--- config.mk ---
export PLATFORM = sky130hd
export DESIGN_NAME = lsu_mem_bridge
export DESIGN_NICKNAME = d
export VERILOG_FILES = /design/src/rtl/lsu_pkg.sv /design/src/rtl/lsu_lane_align.sv /design/src/rtl/lsu_mem_bridge.sv
export SDC_FILE = /design/constraint.sdc
export NUM_CORES = 1
export LEC_CHECK = 0
export BUFFER_PORTS_ARGS = -buffer_cell sky130_fd_sc_hd__buf_4
export CORE_UTILIZATION = 43
export CTS_CLUSTER_DIAMETER = 150
export DETAILED_ROUTE_END_ITERATION = 6
export GPL_TIMING_DRIVEN = 1
export PLACE_DENSITY = 0.81
export SYNTH_ARGS = -nofsm -noshare
export SYNTH_HDL_FRONTEND = slang
export SYNTH_SLANG_ARGS = --single-unit
--- constraint.sdc ---
create_clock -name clk -period 1.9 [get_ports clk]
set_input_delay 0.19 -clock clk [delete_from_list [all_inputs] [get_ports clk]]
set_output_delay 0.19 -clock clk [all_outputs]
set_load 0.01 [all_outputs]
--- src/rtl/lsu_pkg.sv ---
// Shared types for the load/store bridge: FSM states, funct3 encodings and access sizes.
package lsu_pkg;

    typedef enum logic [1:0] {
        IDLE = 2'd0,
        REQ  = 2'd1,
        WAIT = 2'd2,
        RESP = 2'd3
    } lsu_state_e;

    localparam logic [2:0] F3_LB  = 3'b000;
    localparam logic [2:0] F3_LH  = 3'b001;
    localparam logic [2:0] F3_LW  = 3'b010;
    localparam logic [2:0] F3_LBU = 3'b100;
    localparam logic [2:0] F3_LHU = 3'b101;

    typedef enum logic [1:0] {
        SZ_BYTE = 2'd0,
        SZ_HALF = 2'd1,
        SZ_WORD = 2'd2,
        SZ_BAD  = 2'd3
    } acc_size_e;

    function automatic acc_size_e f3_size(input logic [2:0] f3);
        case (f3)
            F3_LB, F3_LBU: return SZ_BYTE;
            F3_LH, F3_LHU: return SZ_HALF;
            F3_LW:         return SZ_WORD;
            default:       return SZ_BAD;
        endcase
    endfunction

endpackage

--- src/rtl/lsu_lane_align.sv ---
// Combinational lane handling: store strobes/replication, load extract/extend, legality check.
module lsu_lane_align
    import lsu_pkg::*;
(
    input  logic        mem_read_i,
    input  logic        mem_write_i,
    input  logic [2:0]  funct3_i,
    input  logic [1:0]  addr_lo_i,
    input  logic [31:0] wdata_i,
    input  logic [31:0] rword_i,
    output logic [3:0]  wstrb_o,
    output logic [31:0] wdata_o,
    output logic [31:0] load_data_o,
    output logic        misalign_o
);

    acc_size_e   size;
    logic        sign_ext;
    logic [7:0]  byte_v;
    logic [15:0] half_v;

    always_comb begin
        size     = f3_size(funct3_i);
        sign_ext = ~funct3_i[2];
        byte_v   = rword_i[{addr_lo_i, 3'b000} +: 8];
        half_v   = rword_i[{addr_lo_i[1], 4'b0000} +: 16];

        wstrb_o     = 4'b0000;
        wdata_o     = wdata_i;
        load_data_o = '0;
        case (size)
            SZ_BYTE: begin
                wstrb_o     = 4'b0001 << addr_lo_i;
                wdata_o     = {4{wdata_i[7:0]}};
                load_data_o = {{24{sign_ext & byte_v[7]}}, byte_v};
            end
            SZ_HALF: begin
                wstrb_o     = 4'b0011 << addr_lo_i;
                wdata_o     = {2{wdata_i[15:0]}};
                load_data_o = {{16{sign_ext & half_v[15]}}, half_v};
            end
            SZ_WORD: begin
                wstrb_o     = 4'b1111;
                load_data_o = rword_i;
            end
            default: ;
        endcase
    end

    // Stores only have signed-looking encodings (000/001/010); bit 2 set is illegal for them.
    always_comb begin
        misalign_o = 1'b0;
        if (mem_read_i && mem_write_i) begin
            misalign_o = 1'b1;
        end else if (size == SZ_BAD) begin
            misalign_o = 1'b1;
        end else if (mem_write_i && funct3_i[2]) begin
            misalign_o = 1'b1;
        end else if (size == SZ_WORD && addr_lo_i != 2'b00) begin
            misalign_o = 1'b1;
        end else if (size == SZ_HALF && addr_lo_i[0]) begin
            misalign_o = 1'b1;
        end
    end

endmodule

--- src/rtl/lsu_mem_bridge.sv ---
// Load/store bridge between the single-cycle core data port and a wait-state bus.
// Holds the access FSM, the REQ+WAIT timeout counter and the load result register.
module lsu_mem_bridge
    import lsu_pkg::*;
#(
    parameter int unsigned TIMEOUT_CYCLES = 16
) (
    input  logic        clk,
    input  logic        reset,
    input  logic        mem_read,
    input  logic        mem_write,
    input  logic [2:0]  funct3,
    input  logic [31:0] addr,
    input  logic [31:0] wdata,
    output logic [31:0] rdata,
    output logic        stall,
    output logic        misalign,
    output logic        bus_err,
    output logic        m_req,
    output logic        m_we,
    output logic [31:0] m_addr,
    output logic [3:0]  m_wstrb,
    output logic [31:0] m_wdata,
    input  logic        m_gnt,
    input  logic        m_rvalid,
    input  logic [31:0] m_rdata
);

    localparam int unsigned CW = (TIMEOUT_CYCLES > 2) ? $clog2(TIMEOUT_CYCLES) : 1;
    localparam logic [CW-1:0] CNT_LAST = CW'(TIMEOUT_CYCLES - 1);

    lsu_state_e  state_q, state_d;
    logic [CW-1:0] cnt_q, cnt_d;
    logic [31:0] rdata_q, rdata_d;
    logic        misalign_q, misalign_d;
    logic        bus_err_q, bus_err_d;

    logic        access;
    logic        bad_access;
    logic [3:0]  lane_wstrb;
    logic [31:0] lane_wdata;
    logic [31:0] load_data;

    assign access = mem_read | mem_write;

    lsu_lane_align u_lane_align (
        .mem_read_i  (mem_read),
        .mem_write_i (mem_write),
        .funct3_i    (funct3),
        .addr_lo_i   (addr[1:0]),
        .wdata_i     (wdata),
        .rword_i     (m_rdata),
        .wstrb_o     (lane_wstrb),
        .wdata_o     (lane_wdata),
        .load_data_o (load_data),
        .misalign_o  (bad_access)
    );

    always_ff @(posedge clk or posedge reset) begin
        if (reset) begin
            state_q    <= IDLE;
            cnt_q      <= '0;
            rdata_q    <= '0;
            misalign_q <= 1'b0;
            bus_err_q  <= 1'b0;
        end else begin
            state_q    <= state_d;
            cnt_q      <= cnt_d;
            rdata_q    <= rdata_d;
            misalign_q <= misalign_d;
            bus_err_q  <= bus_err_d;
        end
    end

    // Progress (gnt/rvalid) takes priority over the timeout on the last allowed cycle.
    always_comb begin
        state_d    = state_q;
        cnt_d      = cnt_q;
        rdata_d    = rdata_q;
        misalign_d = 1'b0;
        bus_err_d  = 1'b0;
        case (state_q)
            IDLE: begin
                cnt_d = '0;
                if (access) begin
                    if (bad_access) begin
                        state_d    = RESP;
                        misalign_d = 1'b1;
                    end else begin
                        state_d = REQ;
                    end
                end
            end
            REQ: begin
                cnt_d = cnt_q + 1'b1;
                if (m_gnt) begin
                    state_d = mem_write ? RESP : WAIT;
                end else if (cnt_q == CNT_LAST) begin
                    state_d   = RESP;
                    bus_err_d = 1'b1;
                    if (mem_read) begin
                        rdata_d = '0;
                    end
                end
            end
            WAIT: begin
                cnt_d = cnt_q + 1'b1;
                if (m_rvalid) begin
                    state_d = RESP;
                    rdata_d = load_data;
                end else if (cnt_q == CNT_LAST) begin
                    state_d   = RESP;
                    bus_err_d = 1'b1;
                    rdata_d   = '0;
                end
            end
            RESP: begin
                state_d = IDLE;
            end
            default: begin
                state_d = IDLE;
            end
        endcase
    end

    always_comb begin
        stall   = 1'b0;
        m_req   = 1'b0;
        m_we    = 1'b0;
        m_addr  = '0;
        m_wstrb = 4'b0000;
        m_wdata = '0;
        case (state_q)
            IDLE: stall = access & ~reset;
            REQ: begin
                stall  = ~reset;
                m_req  = 1'b1;
                m_we   = mem_write;
                m_addr = {addr[31:2], 2'b00};
                if (mem_write) begin
                    m_wstrb = lane_wstrb;
                    m_wdata = lane_wdata;
                end
            end
            WAIT:    stall = ~reset;
            default: stall = 1'b0;
        endcase
    end

    assign rdata    = rdata_q;
    assign misalign = misalign_q;
    assign bus_err  = bus_err_q;

endmodule

==> results of run 1 <==
## worst register-to-register path: cells and delay by family, from the launching register on
family	cells	cell delay (ns)
AOI/OAI and AO/OA	2	0.26
adders and majority gates	1	0.25
buffers and inverters	2	0.33
DFF	1	0.45
muxes	1	0.30
## what timing repair did
item | in CTS | in global routing
pin swaps | 0 | 1
gates resized for setup | 3 | 4
endpoints found under the setup margin | 53 | 26
## registers in the layout, summed over array words and instances (netlist names)
| register | cells |
|---|---|
| cnt_q | 4 |
| state_q | 2 |
| rdata | 32 |
| bus_err | 1 |
| misalign | 1 |
## cells in the mapped netlist, types with 2 or more instances
library cell / count / share of area
a211o_4: 2 / 0.011
a211oi_1: 2 / 0.0046
a21o_1: 2 / 0.0046
a21oi_1: 38 / 0.059
a221oi_1: 8 / 0.022
a222oi_1: 7 / 0.022
and2_1: 32 / 0.062
and3_1: 9 / 0.017
buf_2: 11 / 0.017
buf_4: 6 / 0.014
buf_6: 5 / 0.017
clkbuf_1: 9 / 0.010
dfrtp_1: 40 / 0.31
ha_1: 5 / 0.019
inv_1: 13 / 0.015
mux2_2: 8 / 0.028
mux2i_1: 16 / 0.049
mux2i_2: 2 / 0.0085
nand2_1: 22 / 0.025
nand2b_1: 2 / 0.0039
nor2_1: 32 / 0.037
nor2b_1: 3 / 0.0058
nor3_1: 4 / 0.0062
o21ai_0: 9 / 0.014
o2bb2ai_1: 12 / 0.032
o2bb2ai_2: 20 / 0.093
o31ai_1: 2 / 0.0046
o32ai_4: 2 / 0.017
## final cells by class
type | count | share of cell area
Tap cell | 99 | 0.0250
Inverter | 13 | 0.00986
Multi-Input combinational cell | 263 | 0.411
Timing Repair Buffer | 218 | 0.334
Sequential cell | 40 | 0.202
Clock buffer | 8 | 0.0182
## power groups by stage
stage                     Sequential [mW]  Clock (mW)  Combinational, mW
after detailed placement             1.47           0               2.79
after CTS                            1.48       0.596               2.82
final                                1.49       0.589               2.84
after global routing                 1.53       0.638               3.08
after global placement               1.48           0               2.72
after floorplan                      1.56           0               1.40
## worst paths after layout
kind | start | end | cells past startpoint
max | state_q[0] | stall | 5
min reg2reg | rdata[29] | rdata[29] | 1
min | reset | state_q[0] | 3
max in group asynchronous | reset | rdata[25] | 3
max reg2reg | state_q[0] | rdata[2] | 6
min in group clk | m_rdata[17] | rdata[17] | 3
## per-stage QoR
stage	util	power, mW
2_1_floorplan	-	2.97
3_3_place_gp	0.666	4.20
3_5_place_dp	0.666	4.26
4_1_cts	0.680	4.90
5_1_grt	0.682	5.25
6_report	0.682	4.92
## logic make-up (layout without fill, tap and decap cells)
| family | Yosys count | in the layout | synth area share |
|---|---|---|---|
| simple gates | 119 | 119 | 0.206 |
| compound gates | 111 | 111 | 0.305 |
| buf+inv | 44 | 239 | 0.0737 |
| flops | 40 | 40 | 0.309 |
| mux | 26 | 26 | 0.0857 |
| fa+ha+maj | 5 | 5 | 0.0193 |
| other cells | 1 | 2 | 0.00116 |
## placed cells by master (no fill, tap or decap), drive strengths merged, types with 5 or more instances in the layout
cell type and instances:
a222oi 7, ha 5, and3 10, mux2i 18, a221oi 8, nand2 23
dfrtp 40, buf 218, a21oi 38, o2bb2ai 32, inv 13, o21ai 9
and2 32, mux2 8, nor3 5, nor2 32, clkbuf 8
## per-layer routing
| metal | track usage | vias up |
|---|---|---|
| met1 | 0.351 | 1638 |
| met2 | 0.428 | 191 |
| met5 | 0 | - |
| li1 | - | 1655 |
| met3 | 0.0522 | 37 |
| met4 | 0.141 | 0 |
==> reports/results.tsv, run 1 <==
stage	metric	value	unit
layout	Fill cells	547	
global_routing	GRT Overall Usage	0.270	
critical_path	CP max-delay cell	dfrtp_1	
timing	endpoints failing hold	0	
timing	period utilization	0.950	
logic_synthesis	Post-Syn Area	0.00324	mm^2
drt	met3 wire length	877	um
die	Cell Rows	31	
placement	Port-buffer cells	207	
layout	# nets final	651	
timing	relative slew slack	0.541	
logic_synthesis	Syn Area/Cell	9.37	um^2
critical_path	CP Data Arrival Time	1.62	ns
logic_synthesis	asr flop ratio synth	1.00	
drt	initial DRC count	201	
critical_path	Crit path largest cell delay	0.45	ns
run	Max Cap Viol	0	
layout	ant diodes	0	
pwr	sequential share of power	0.303	
layout	Layout area overhead	52.7	%
clocking	CTS max path bufs	2	
drt	met2 WL	5.15	mm
timing	Setup Skew	0.0106	ns
drt	Post-DRT Antenna Nets	0	
critical_path	Setup CP Type	reg -> out	
logic_synthesis	Yosys cell types	51	
global_routing	vias in the first global route	3316	
drt	final wirelength	10.9	mm
die	Die Ht	88.8	um
global_routing	largest net degree at the start of global routing	41	
critical_path	critical path cell sequence	inv_1, ha_4, inv_1, a211oi_1, buf_4	
die	initial core utilization	0.447	
die	io pins	210	
clocking	CTS sink count	40	
critical_path	CP required	1.71	ns
pwr	NetSw	1.92	mW
drt	M1 WL	4.43	mm
clocking	setup bufs post-CTS	0	
critical_path	most used cell, CP	inv_1	
global_routing	total gr overflow	0	
critical_path	crit path max fanout	4	
layout	Register Area	0.00100	mm^2
placement	post-placement cell count	633	
logic_synthesis	Primary FF master, synth	dfrtp_1	
timing	Slew Limit Fails	0	
die	Die Wd	88.8	um
pwr	internal power	3.00	mW
clocking	CTS H-Tree Depth	2	
drt	# DRC	0	
logic_synthesis	Seq/Total Area, Yosys	0.309	
placement	worst slack at placement	0.105	ns
clocking	CTS Hold Bufs	0	
timing	Max Freq	554	MHz
timing	setup tns final	0	ns
pwr	VDD IR-drop max	0.820	mV
pwr	combinational share of power	0.577	
status	run status	finished, final reports clean	
clocking	CTS tree	yes	
logic_synthesis	EDFF count, synth	0	
timing	final setup margin	0.0942	ns
drt	wire length per cell	17.0	um
global_routing	first-pass GRT wire length	16.4	mm
drt	drt first pass iters	6	
critical_path	worst path bufs/invs	3	
pwr	Leak	2.45	nW
pwr	clock share of power	0.120	
logic_synthesis	Syn. warnings	0	
critical_path	Top delay family on crit path	flip-flops	
layout	area of the multi-input gates	0.00203	mm^2
timing	Tmin final	1.81	ns
clocking	Skew-Pair Late Insertion Delay	0.29	ns
die	die area	0.00789	mm^2
logic_synthesis	post-synthesis register bit count	40	
drt	routed vias	3521	
timing	Slew @ Worst Pin	0.689	ns
critical_path	startpoint types	register	
critical_path	FF-to-FF setup slack	0.19	ns
critical_path	CP Capture Type	output port	
clocking	root buffer cell	clkbuf_8	
placement	placed standard-cell area	0.00483	mm^2
die	core area	0.00725	mm^2
placement	final RePlAce weighted congestion	0.815	
clocking	Clock transition at path regs	0.08	ns
drt	highest routed layer	met4	
global_routing	initial antenna violation count	0	
clocking	CTS buffer count	5	
layout	final cell count without fillers	641	
timing	hold slack	0.0325	ns
pwr	power density over the cells	995	mW/mm^2
placement	DPL Wire Length	8.25	mm
logic_synthesis	Synth Instances	346	
drt	Via-to-Cell Ratio	5.49	
min_path	Hold/Removal Path Class	in -> async	
layout	final instance area	0.00495	mm^2
pwr	sw frac	0.391	
timing	Setup violations, final	0	
layout	ratio of cells with drive above 1 in the final layout	0.502	
timing	RSZ-0062 raised after global routing	no	
Power figures use the tool's default switching activity.
==> run 2, diff against run 1 <==
--- a/config.mk
+++ b/config.mk
@@ -6,11 +6,13 @@
 export NUM_CORES = 1
 export LEC_CHECK = 0
 export BUFFER_PORTS_ARGS = -buffer_cell sky130_fd_sc_hd__buf_4
+export CAP_MARGIN = 10
 export CORE_UTILIZATION = 43
 export CTS_CLUSTER_DIAMETER = 150
 export DETAILED_ROUTE_END_ITERATION = 6
 export GPL_TIMING_DRIVEN = 1
 export PLACE_DENSITY = 0.81
+export REMOVE_ABC_BUFFERS = 1
 export SYNTH_ARGS = -nofsm -noshare
 export SYNTH_HDL_FRONTEND = slang
 export SYNTH_SLANG_ARGS = --single-unit
==> reports/results.tsv, run 2 (synthesis gave the netlist of run 1 again) <==
stage	metric	value	unit
critical_path	worst reg-to-reg path cell count	6	
critical_path	Crit path largest cell delay	0.42	ns
timing	Slew @ Worst Pin	0.729	ns
drt	drt first pass iters	5	
timing	Setup violations, final	0	
placement	post-placement cell count	636	
clocking	CTS max path bufs	2	
critical_path	worst path bufs/invs	3	
drt	initial DRC count	201	
critical_path	CP max-delay cell	dfrtp_1	
layout	final instance area	0.00496	mm^2
drt	routed vias	3613	
timing	relative slew slack	0.514	
global_routing	initial antenna violation count	0	
timing	Setup Skew	0.00791	ns
layout	final cell count without fillers	643	
timing	Slew Limit Fails	0	
global_routing	GRT Overall Usage	0.278	
pwr	total power	4.92	mW
critical_path	CP Capture Type	output port	
timing	period utilization	0.928	
clocking	CTS buffer count	5	
die	Cell Rows	31	
drt	final wirelength	11.3	mm
clocking	CTS Hold Bufs	0	
die	Die Wd	88.8	um
drt	wire length per cell	17.5	um
die	initial core utilization	0.447	
clocking	Clock transition at path regs	0.08	ns
layout	commonest non-fill, non-tap cell in the layout	buf_4	
pwr	VDD IR-drop max	0.624	mV
placement	DPL Wire Length	8.53	mm
global_routing	total gr overflow	0	
critical_path	CP required	1.71	ns
status	run status	finished, final reports clean	
critical_path	Setup CP Type	reg -> out	
layout	Fill cells	586	
critical_path	critical path cell sequence	inv_2, ha_4, nand2_2, buf_4, a21oi_1, buf_4	
pwr	power density over the cells	991	mW/mm^2
clocking	CTS sink count	40	
pwr	Leak	2.46	nW
global_routing	first-pass GRT wire length	16.6	mm
critical_path	most used cell, CP	buf_4	
critical_path	stages on the worst setup path	6	
run	Max Cap Viol	0	
layout	Largest register FFs	32	
timing	Max Freq	567	MHz
placement	final RePlAce weighted congestion	0.872	
global_routing	largest net degree at the start of global routing	41	
clocking	CTS H-Tree Depth	2	
critical_path	startpoint types	register	
layout	ratio of cells with drive above 1 in the final layout	0.513	
critical_path	crit path max fanout	13	
timing	hold slack	0.0334	ns
placement	Port-buffer cells	207	
timing	RSZ-0062 raised after global routing	no	
layout	Layout area overhead	53.2	%
clocking	CTS tree	yes	
layout	# nets final	654	
global_routing	vias in the first global route	3376	
critical_path	Top delay family on crit path	buffers and inverters	
placement	placed standard-cell area	0.00485	mm^2
drt	Via-to-Cell Ratio	5.62	
layout	ant diodes	0	
drt	# DRC	0	
die	die area	0.00789	mm^2
clocking	Skew-Pair Late Insertion Delay	0.29	ns
layout	commonest cells after routing, fill and taps aside	220 x buf_4, 39 x dfrtp_1, 37 x a21oi_1, 32 x and2_1, 31 x nor2_1	
die	core area	0.00725	mm^2
timing	Tmin final	1.76	ns
die	io pins	210	
drt	Post-DRT Antenna Nets	0	
clocking	root buffer cell	clkbuf_8	
timing	endpoints failing hold	0	
die	Die Ht	88.8	um
critical_path	CP Data Arrival Time	1.57	ns
min_path	Hold/Removal Path Class	in -> async	
-- run 2: changes by cell type in the layout (fill, tap and decap cells not counted), sizes merged --
| cell | delta |
|---|---|
| buf | +3 |
| clkbuf | -3 |
| clkinv | +1 |
| clkinvlp | +1 |
-- run 2: repair_timing --
action | 4_1_cts | 5_1_grt
pin swaps | 0 | 1
setup endpoints to repair | 9 | 30
setup buffers | 0 | 0
resized for setup | 2 | 7
-- run 2: final cells by class --
cell class | instances | area [um^2] | share of cell area
clock inverters | 2 | 12.5 | 0.00252
flip-flops and latches | 40 | 1000 | 0.202
multi-input cells | 263 | 2040 | 0.410
repair buffers | 221 | 1670 | 0.337
clock buffers | 5 | 68.8 | 0.0139
inverters | 13 | 48.8 | 0.00983
well taps | 99 | 124 | 0.0250
-- run 2: metal layers --
metal,vias to the layer above,global-route usage,part of all wire
li1,1661,-,-
met1,1755,0.327,0.38
met2,186,0.520,0.53
met3,11,0.0448,0.082
met4,0,0.0762,0.014
met5,-,0,0
-- run 2: metrics by stage --
| stage | worst slack, ns | setup TNS [ns] | util |
|---|---|---|---|
| global route | 0.0328 | 0 | 0.684 |
| CTS | 0.00724 | 0 | 0.681 |
| floorplan | -0.368 | -15.95 | - |
| detailed placement | 0.128 | 0 | 0.669 |
| finish | 0.137 | 0 | 0.684 |
| global placement | 0.230 | 0 | 0.669 |
-- run 2: worst paths after layout --
path                             start           to  slack, ns
max                         state_q[1]  m_wdata[10]       0.14
min                              reset      bus_err       0.03
max reg2reg                 state_q[0]     rdata[0]       0.24
max in group asynchronous        reset   state_q[0]       1.50
min reg2reg                  rdata[14]    rdata[14]       0.50
min in group clk           m_rdata[25]    rdata[25]       0.16
-- run 2: power breakdown --
group / internal (mW) / switching, mW / total (mW) / leakage, nW
clock: 0.249 / 0.304 / 0.553 / 0.0400
combinational: 1.52 / 1.34 / 2.86 / 1.88
sequential: 1.19 / 0.312 / 1.51 / 0.535
total: 2.96 / 1.96 / 4.92 / 2.46
-- run 2: tightest hold or removal path: cells and delay by family --
kind                   cells  cell delay, ns
buffers and inverters      3            0.58
==> run 3, diff against run 2 <==
--- a/config.mk
+++ b/config.mk
@@ -7,8 +7,10 @@
 export LEC_CHECK = 0
 export BUFFER_PORTS_ARGS = -buffer_cell sky130_fd_sc_hd__buf_4
 export CAP_MARGIN = 10
+export CORE_MARGIN = 10
 export CORE_UTILIZATION = 43
 export CTS_CLUSTER_DIAMETER = 150
+export CTS_CLUSTER_SIZE = 20
 export DETAILED_ROUTE_END_ITERATION = 6
 export GPL_TIMING_DRIVEN = 1
 export PLACE_DENSITY = 0.81
==> constraint.sdc (replaced) <==
create_clock -name clk -period 1.9 [get_ports clk]
set_input_delay 0.19 -clock clk [delete_from_list [all_inputs] [get_ports clk]]
set_output_delay 0.19 -clock clk [all_outputs]
set_load 0.02 [all_outputs]
==> reports/results.tsv, run 3 (synthesis gave the netlist of run 1 again) <==
stage	metric	value	unit
status	run status	finished, final reports clean	
global_routing	total gr overflow	0	
clocking	CTS buffer count	5	
placement	placed standard-cell area	0.00480	mm^2
min_path	Hold/Removal Path Class	in -> async	
drt	final wirelength	13.2	mm
timing	relative slew slack	0.485	
die	initial core utilization	0.444	
timing	Setup Skew	0.00308	ns
global_routing	initial antenna violation count	0	
pwr	power density over the cells	1120	mW/mm^2
layout	ant diodes	0	
global_routing	GRT met1 Usage	0.248	
timing	final setup margin	0.0611	ns
timing	period utilization	0.968	
layout	commonest non-fill, non-tap cell in the layout	buf_4	
clocking	CTS H-Tree Depth	2	
pwr	total power	5.59	mW
placement	DPL Wire Length	10.4	mm
clocking	CTS tree	yes	
die	Die Wd	107	um
global_routing	grt peak-use layer	met2	
layout	final instance area	0.00498	mm^2
placement	worst slack at placement	0.137	ns
critical_path	CP Capture Type	output port	
critical_path	startpoint types	register	
placement	Port-buffer cells	207	
global_routing	largest net degree at the start of global routing	41	
clocking	root buffer cell	clkbuf_8	
global_routing	GRT Overall Usage	0.218	
timing	Max Freq	544	MHz
die	Die Ht	107	um
layout	Register Area	0.00100	mm^2
drt	drt first pass iters	5	
clocking	setup bufs post-CTS	0	
clocking	CTS Hold Bufs	0	
pwr	Leak	2.47	nW
die	die area	0.0114	mm^2
critical_path	worst path bufs/invs	3	
critical_path	CP max-delay cell	dfrtp_1	
layout	commonest cells after routing, fill and taps aside	212 x buf_4, 39 x dfrtp_1, 38 x a21oi_1, 32 x nor2_1, 32 x and2_1	
global_routing	met2 Use GR	0.385	
drt	wire length per cell	20.7	um
critical_path	Setup CP Type	reg -> out	
drt	Post-DRT Antenna Nets	0	
clocking	Skew-Pair Late Insertion Delay	0.29	ns
placement	final RePlAce weighted congestion	0.889	
critical_path	Crit path largest cell delay	0.43	ns
layout	Largest register FFs	32	
layout	ratio of cells with drive above 1 in the final layout	0.503	
timing	Tmin final	1.84	ns
die	io pins	210	
global_routing	first-pass GRT wire length	20.4	mm
die	core area	0.00729	mm^2
layout	Fill cells	573	
pwr	VDD IR-drop max	0.798	mV
global_routing	routing usage on met3	0.0772	
timing	Slew @ Worst Pin	0.771	ns
run	Max Cap Viol	0	
timing	endpoints failing hold	0	
layout	Layout area overhead	53.6	%
timing	hold slack	0.0444	ns
critical_path	CP required	1.71	ns
drt	# DRC	0	
clocking	CTS max path bufs	2	
critical_path	critical path cell sequence	inv_2, ha_4, nand2_4, buf_8, a21oi_1, buf_4	
layout	area of the multi-input gates	0.00203	mm^2
critical_path	crit path max fanout	20	
drt	initial DRC count	261	
clocking	Clock transition at path regs	0.08	ns
timing	Setup violations, final	0	
clocking	CTS sink count	40	
timing	Slew Limit Fails	0	
timing	setup tns final	0	ns
global_routing	vias in the first global route	3684	
critical_path	Top delay family on crit path	buffers and inverters	
drt	routed vias	3529	
die	Cell Rows	31	
layout	# nets final	648	
critical_path	CP Data Arrival Time	1.65	ns
drt	Via-to-Cell Ratio	5.53	
run 3: cell types whose count changed in the layout (fill, tap and decap cells not counted), sizes merged:
cell | previous run | this run
buf | 221 | 215
clkinvlp | 1 | 0
clkbuf | 5 | 7
clkinv | 1 | 0
bufinv | 0 | 1
run 3: worst paths after layout:
check	startpoint	slack, ns	depth (start not counted)	to
max	state_q[1]	0.06	6	m_wdata[12]
min	reset	0.04	3	cnt_q[1]
max reg2reg	state_q[0]	0.17	6	rdata[1]
min reg2reg	rdata[29]	0.51	1	rdata[29]
max in group asynchronous	reset	1.49	3	state_q[0]
min in group clk	m_rdata[28]	0.18	3	rdata[28]
run 3: timing repair:
item                                    CTS  global route
pin swaps                                 0             1
endpoints found under the setup margin   60            32
resized for setup                         5             7
run 3: final cells by class:
type,count,area share
timing repair buffer,215,0.330
multi-input combinational,263,0.409
clock inverter,1,0.00603
inverter,13,0.00980
tap,99,0.0249
clock buffer,7,0.0194
sequential,40,0.201
run 3: stage by stage:
| step | instances | utilization |
|---|---|---|
| after floorplan | 316 | - |
| after global placement | 630 | 0.659 |
| after detailed placement | 630 | 0.659 |
| after CTS | 638 | 0.679 |
| after global routing | 638 | 0.683 |
| final | 638 | 0.683 |
run 3: layer usage:
layer	wire (um)	vias up
met5	0	-
met4	169	0
met3	1410	16
met2	6570	207
met1	5060	1658
li1	-	1648
run 3: power breakdown:
group	internal, mW	switching (mW)	total [mW]
combinational	1.54	1.80	3.34
clock	0.464	0.294	0.757
sequential	1.19	0.302	1.50
run 3: worst min-delay path: cells and delay by family:
family / cells / cell delay [ns]
buffers and inverters: 3 / 0.59
